## config.mk

```make
export PLATFORM = sky130hd
export DESIGN_NAME = regfile_scoreboard
export DESIGN_NICKNAME = d
export VERILOG_FILES = /design/src/rtl/regfile_scoreboard.sv
export SDC_FILE = /design/constraint.sdc
export NUM_CORES = 2
export LEC_CHECK = 0
export CAP_MARGIN = 20
export CORE_MARGIN = 5
export CORE_UTILIZATION = 30
export CTS_CLUSTER_SIZE = 8
export DETAILED_ROUTE_END_ITERATION = 16
export GPL_TIMING_DRIVEN = 0
export PLACE_DENSITY = 0.42
export SLEW_MARGIN = 20
export SYNTH_ARGS = -nofsm -noshare
export SYNTH_HDL_FRONTEND = slang
export SYNTH_SLANG_ARGS = --single-unit
```

## constraint.sdc

```tcl
create_clock -name clk -period 9.4 [get_ports clk]
set_input_delay 1.41 -clock clk [delete_from_list [all_inputs] [get_ports clk]]
set_output_delay 1.41 -clock clk [all_outputs]
set_load 0.02 [all_outputs]
```

## src/rtl/regfile_scoreboard.sv

```systemverilog
// Register file with a per-register busy scoreboard, pending counter and flush.
// Optional write-to-read forwarding when REGFILE_BYPASS_EN is defined.
module regfile_scoreboard #(
    parameter int DATA_WIDTH = 32,
    parameter int ADDR_WIDTH = 5,
    parameter int ZERO_REG   = 1
) (
    input  logic                  clk,
    input  logic                  resetn,
    input  logic [ADDR_WIDTH-1:0] raddr1,
    input  logic [ADDR_WIDTH-1:0] raddr2,
    output logic [DATA_WIDTH-1:0] rdata1,
    output logic [DATA_WIDTH-1:0] rdata2,
    output logic                  rbusy1,
    output logic                  rbusy2,
    input  logic                  wen,
    input  logic [ADDR_WIDTH-1:0] waddr,
    input  logic [DATA_WIDTH-1:0] wdata,
    input  logic                  iss_valid,
    input  logic [ADDR_WIDTH-1:0] iss_waddr,
    input  logic                  flush,
    output logic [ADDR_WIDTH:0]   busy_cnt
);

    localparam int unsigned NREG = 2 ** ADDR_WIDTH;
    localparam logic [ADDR_WIDTH:0] CNT_ONE = 1;

    logic [DATA_WIDTH-1:0] regs [NREG];
    logic [NREG-1:0]       busy;
    logic [NREG-1:0]       busy_n;
    logic [ADDR_WIDTH:0]   cnt;
    logic [ADDR_WIDTH:0]   cnt_n;
    logic                  w_ok;
    logic                  i_ok;
    logic                  cnt_inc;
    logic                  cnt_dec;

    // Zero-register accesses and flushed issues are squashed before touching state.
    always_comb begin
        w_ok = wen && !((ZERO_REG != 0) && (waddr == '0));
        i_ok = iss_valid && !flush && !((ZERO_REG != 0) && (iss_waddr == '0));
    end

    always_comb begin
        busy_n  = busy;
        cnt_n   = cnt;
        cnt_inc = i_ok && !busy[iss_waddr];
        cnt_dec = w_ok && busy[waddr] && !(i_ok && (iss_waddr == waddr));
        if (flush) begin
            busy_n = '0;
            cnt_n  = '0;
        end else begin
            if (w_ok) busy_n[waddr] = 1'b0;
            if (i_ok) busy_n[iss_waddr] = 1'b1;
            if (cnt_inc && !cnt_dec) cnt_n = cnt + CNT_ONE;
            else if (cnt_dec && !cnt_inc) cnt_n = cnt - CNT_ONE;
        end
    end

    always_ff @(posedge clk or negedge resetn) begin
        if (!resetn) begin
            regs <= '{default: '0};
            busy <= '0;
            cnt  <= '0;
        end else begin
            if (w_ok) regs[waddr] <= wdata;
            busy <= busy_n;
            cnt  <= cnt_n;
        end
    end

    assign busy_cnt = cnt;

    always_comb begin
        rdata1 = regs[raddr1];
        rdata2 = regs[raddr2];
        rbusy1 = busy[raddr1];
        rbusy2 = busy[raddr2];
`ifdef REGFILE_BYPASS_EN
        // Forwarding is gated by resetn so reads stay zero while reset is held.
        if (resetn && w_ok && (waddr == raddr1)) begin
            rdata1 = wdata;
            rbusy1 = 1'b0;
        end
        if (resetn && w_ok && (waddr == raddr2)) begin
            rdata2 = wdata;
            rbusy2 = 1'b0;
        end
        if (resetn && i_ok && (iss_waddr == raddr1)) rbusy1 = 1'b1;
        if (resetn && i_ok && (iss_waddr == raddr2)) rbusy2 = 1'b1;
`endif
        if ((ZERO_REG != 0) && (raddr1 == '0)) begin
            rdata1 = '0;
            rbusy1 = 1'b0;
        end
        if ((ZERO_REG != 0) && (raddr2 == '0)) begin
            rdata2 = '0;
            rbusy2 = 1'b0;
        end
    end

endmodule

```

==> impl_metrics.py <==
metrics = {
    "route": {
        "wl_per_cell_um": 38.5,
        "route.vias.total": 36700,
        "drtPass1Iterations": 5,
        "drc": 0,
        "avgViaCountPerCell": 5.77,
        "ant_nets": 0,
        "drt_iter0_markers": 3446,
        "wirelength_um": 244000,
    },
    "timing": {
        "fin_skew_ps": 23.4,
        "tns_ps": 0,
        "finalHoldViolCount": 0,
        "tightest_slew_ps": 1290,
        "period_needed_ps": 6910,
        "fin_crit_sh_pct": 73.5,
        "finalSetupViolCount": 0,
        "clock.fmax_mhz": 145,
        "hold_ws_ps": 467,
        "max-slew-margin-rel_pct": 14.3,
        "rsz0062_at_grt": "no",
        "slew_violations": 0,
    },
    "pwr": {
        "seqPwrFrac_pct": 41.9,
        "internal-power_mw": 10.2,
        "switching_share_pct": 29.0,
        "power.switching_mw": 4.16,
        "p_leak_nw": 28.2,
        "peakVddDrop_mv": 0.185,
        "comb_power_share_pct": 22.6,
        "clkPwrFrac_pct": 35.5,
        "power.density_nw_per_um2": 215,
    },
    "cts": {
        "clk_latency_ps": 800,
        "cts_resized": 0,
        "cts_hold_buffers": 0,
        "path_clk_slew_ps": 50,
        "root_buffer": "clkbuf_16",
        "cts_tree": "yes",
        "clockBufferDepth": 3,
        "post_cts_buffers": 0,
        "htree_levels": 4,
        "clock_sinks": 1062,
        "cts_buffers": 152,
    },
    "global_routing": {
        "grt_pass1_vias": 38200,
        "grt_pass1_wl_um": 334000,
        "antenna_found_initial": 10,
        "grt_max_degree": 133,
        "grt_overflow_total": 0,
        "grtUsageTotal_pct": 24.6,
    },
    "die": {
        "fp.dieH_um": 446,
        "coreArea_um2": 188000,
        "io_pins": 129,
        "fp.dieW_um": 446,
        "start_util_pct": 30.2,
        "die_area_um2": 199000,
        "row_count": 159,
    },
    "yosys": {
        "synth_cell_type_count": 60,
        "yosys.area.top_type": "dfrtp_1",
        "yosysSeqAreaShare_pct": 46.7,
        "synth_seq_cells": 1062,
        "synth_edf_count": 0,
        "synthArstFlopShare_pct": 100,
        "synth.top_cells.by_area": "dfrtp_1 47%, mux4_2 26%, mux2_2 18%, clkbuf_1 1.9%, mux2_1 1.7%",
        "syn_avg_cell_area_um2": 16.2,
        "synthFlopType": "dfrtp_1",
        "synth_cells": 3515,
        "synth.top_cell.area_share_pct": 46.7,
        "syn_area_um2": 56900,
        "synth_fp_nets": 3577,
        "ys_warn_count": 0,
    },
    "min_path": {
        "hold_class": "flop to flop",
    },
    "placement": {
        "portBuffers": 115,
        "placed_cell_area_um2": 62700,
        "gp_congestion": 0.821,
        "place_hpwl_um": 172000,
    },
    "run": {
        "drv_cap": 0,
    },
    "final_layout": {
        "fin_area_um2": 66800,
        "drive_gt1_share_pct": 52.3,
        "syn2layout_area_growth_pct": 17.3,
        "nNetsFinal": 3897,
    },
    "outcome": {
        "outcome": "complete, no violations",
    },
    "setup_path": {
        "cp-start-kind": "input pin",
        "critical_path_required_ps": 7990,
        "crit_type": "input pin to output pin",
        "arrival_ps": 5500,
        "cp-end-kind": "output pin",
        "worstPathMaxFanout": 10,
    },
}
[power by group through the flow]
stage,combinational (mW),clock (mW),sequential [mW]
finish,3.24,5.08,6.00
global route,3.43,5.37,6.11
CTS,3.29,5.21,5.98
detailed placement,3.28,0,6.06
global placement,3.19,0,6.08
floorplan,2.18,0,5.85
[placed cells by master, fill, tap and decap left out, drive strengths merged, types with 3 or more instances in the layout]
cell type and n:
nor2b 13, diode 4, o21ai 9, nand4b 5, clkinv 6, xnor2 3
a21oi 18, nor3 6, a21o 3, mux4 667, mux2i 85, o22ai 5
inv 13, buf 178, clkbuf 448, nand3 7, nand3b 3, nand2b 10
a22oi 19, clkdlybuf4s50 114, nor2 115, ha 4, xor2 5, nand2 28
dfrtp 1062, mux2 993, nor3b 3, o31ai 3
[final cells by class]
cell class	count	area, um^2
plain buffers	411	1800
inverters	5	18.8
repair buffers	166	2400
diodes	4	10.0
well taps	2495	3120
clock inverters	15	214
clock buffers	163	3900
fillers	18200	121000
multi-input cells	2037	28800
flip-flops and latches	1062	26600
[critical path, cell delays in order]
cell,delay [ps]
clkbuf_1,160
buf_2,460
buf_2,840
mux4_2,600
mux4_2,560
mux2i_1,750
nor2_1,80
clkdlybuf4s50_1,570
[logic make-up after synthesis]
family / after synthesis / synth area share (%)
mux: 1745 / 47.5
flops: 1062 / 46.7
buf+inv: 416 / 2.87
simple gates: 209 / 1.74
compound gates: 70 / 0.912
xor+xnor: 8 / 0.123
fa+ha+maj: 5 / 0.123
[through the flow]
step	total power [mW]	worst slack, ps	utilization (%)	std cells
final	14.3	2490	35.5	6358
after global placement	9.27	-46440	32.5	6125
after global routing	14.9	2490	35.5	6356
after CTS	14.5	2540	35.5	6353
after detailed placement	9.34	2540	33.3	6175
after floorplan	8.03	4490	-	3515
[worst paths after layout]
check / cells after the start / slack (ps) / to / from
setup reg to reg: 13 / 5660 / busy_cnt[5] / busy[20]
min in group asynchronous: 1 / 550 / busy_cnt[0] / resetn
hold / removal: 1 / 470 / regs[1023] / regs[1023]
max in group asynchronous: 5 / 6020 / regs[19] / resetn
hold reg to reg: 1 / 470 / regs[1023] / regs[1023]
setup / recovery: 8 / 2490 / rdata2[11] / raddr2[0]
[state kept, by name, indices dropped and copies added (netlist names)]
| signal | flops |
|---|---|
| busy | 32 |
| busy_cnt | 6 |
| regs | 1024 |
[cell usage after synthesis, types with 3 or more instances]
library cell and number:
o21ai_0 7, o31ai_2 3, a21oi_1 18, a22oi_1 19
clkbuf_1 283, xnor2_1 3, nand2b_1 10, mux2_1 85
nor3_1 5, ha_1 4, mux4_1 4, nand3b_1 3
a21o_1 3, nand3_1 7, buf_1 75, mux4_2 663
mux2i_1 85, nor2b_1 13, nand2_1 28, nor2_1 115
dfrtp_1 1062, nand4b_1 5, inv_1 5, xor2_1 5
mux2_2 908, buf_2 52, o22ai_1 5
[layer usage]
metal | GRT usage, % | routed length (um) | share of wire (%)
met4 | 8.76 | 9940 | 4.1
met2 | 38.4 | 113000 | 46
met3 | 4.83 | 14900 | 6.1
met1 | 34.3 | 107000 | 44
met5 | 0 | 0 | 0
(Power assumes the default switching activity.)
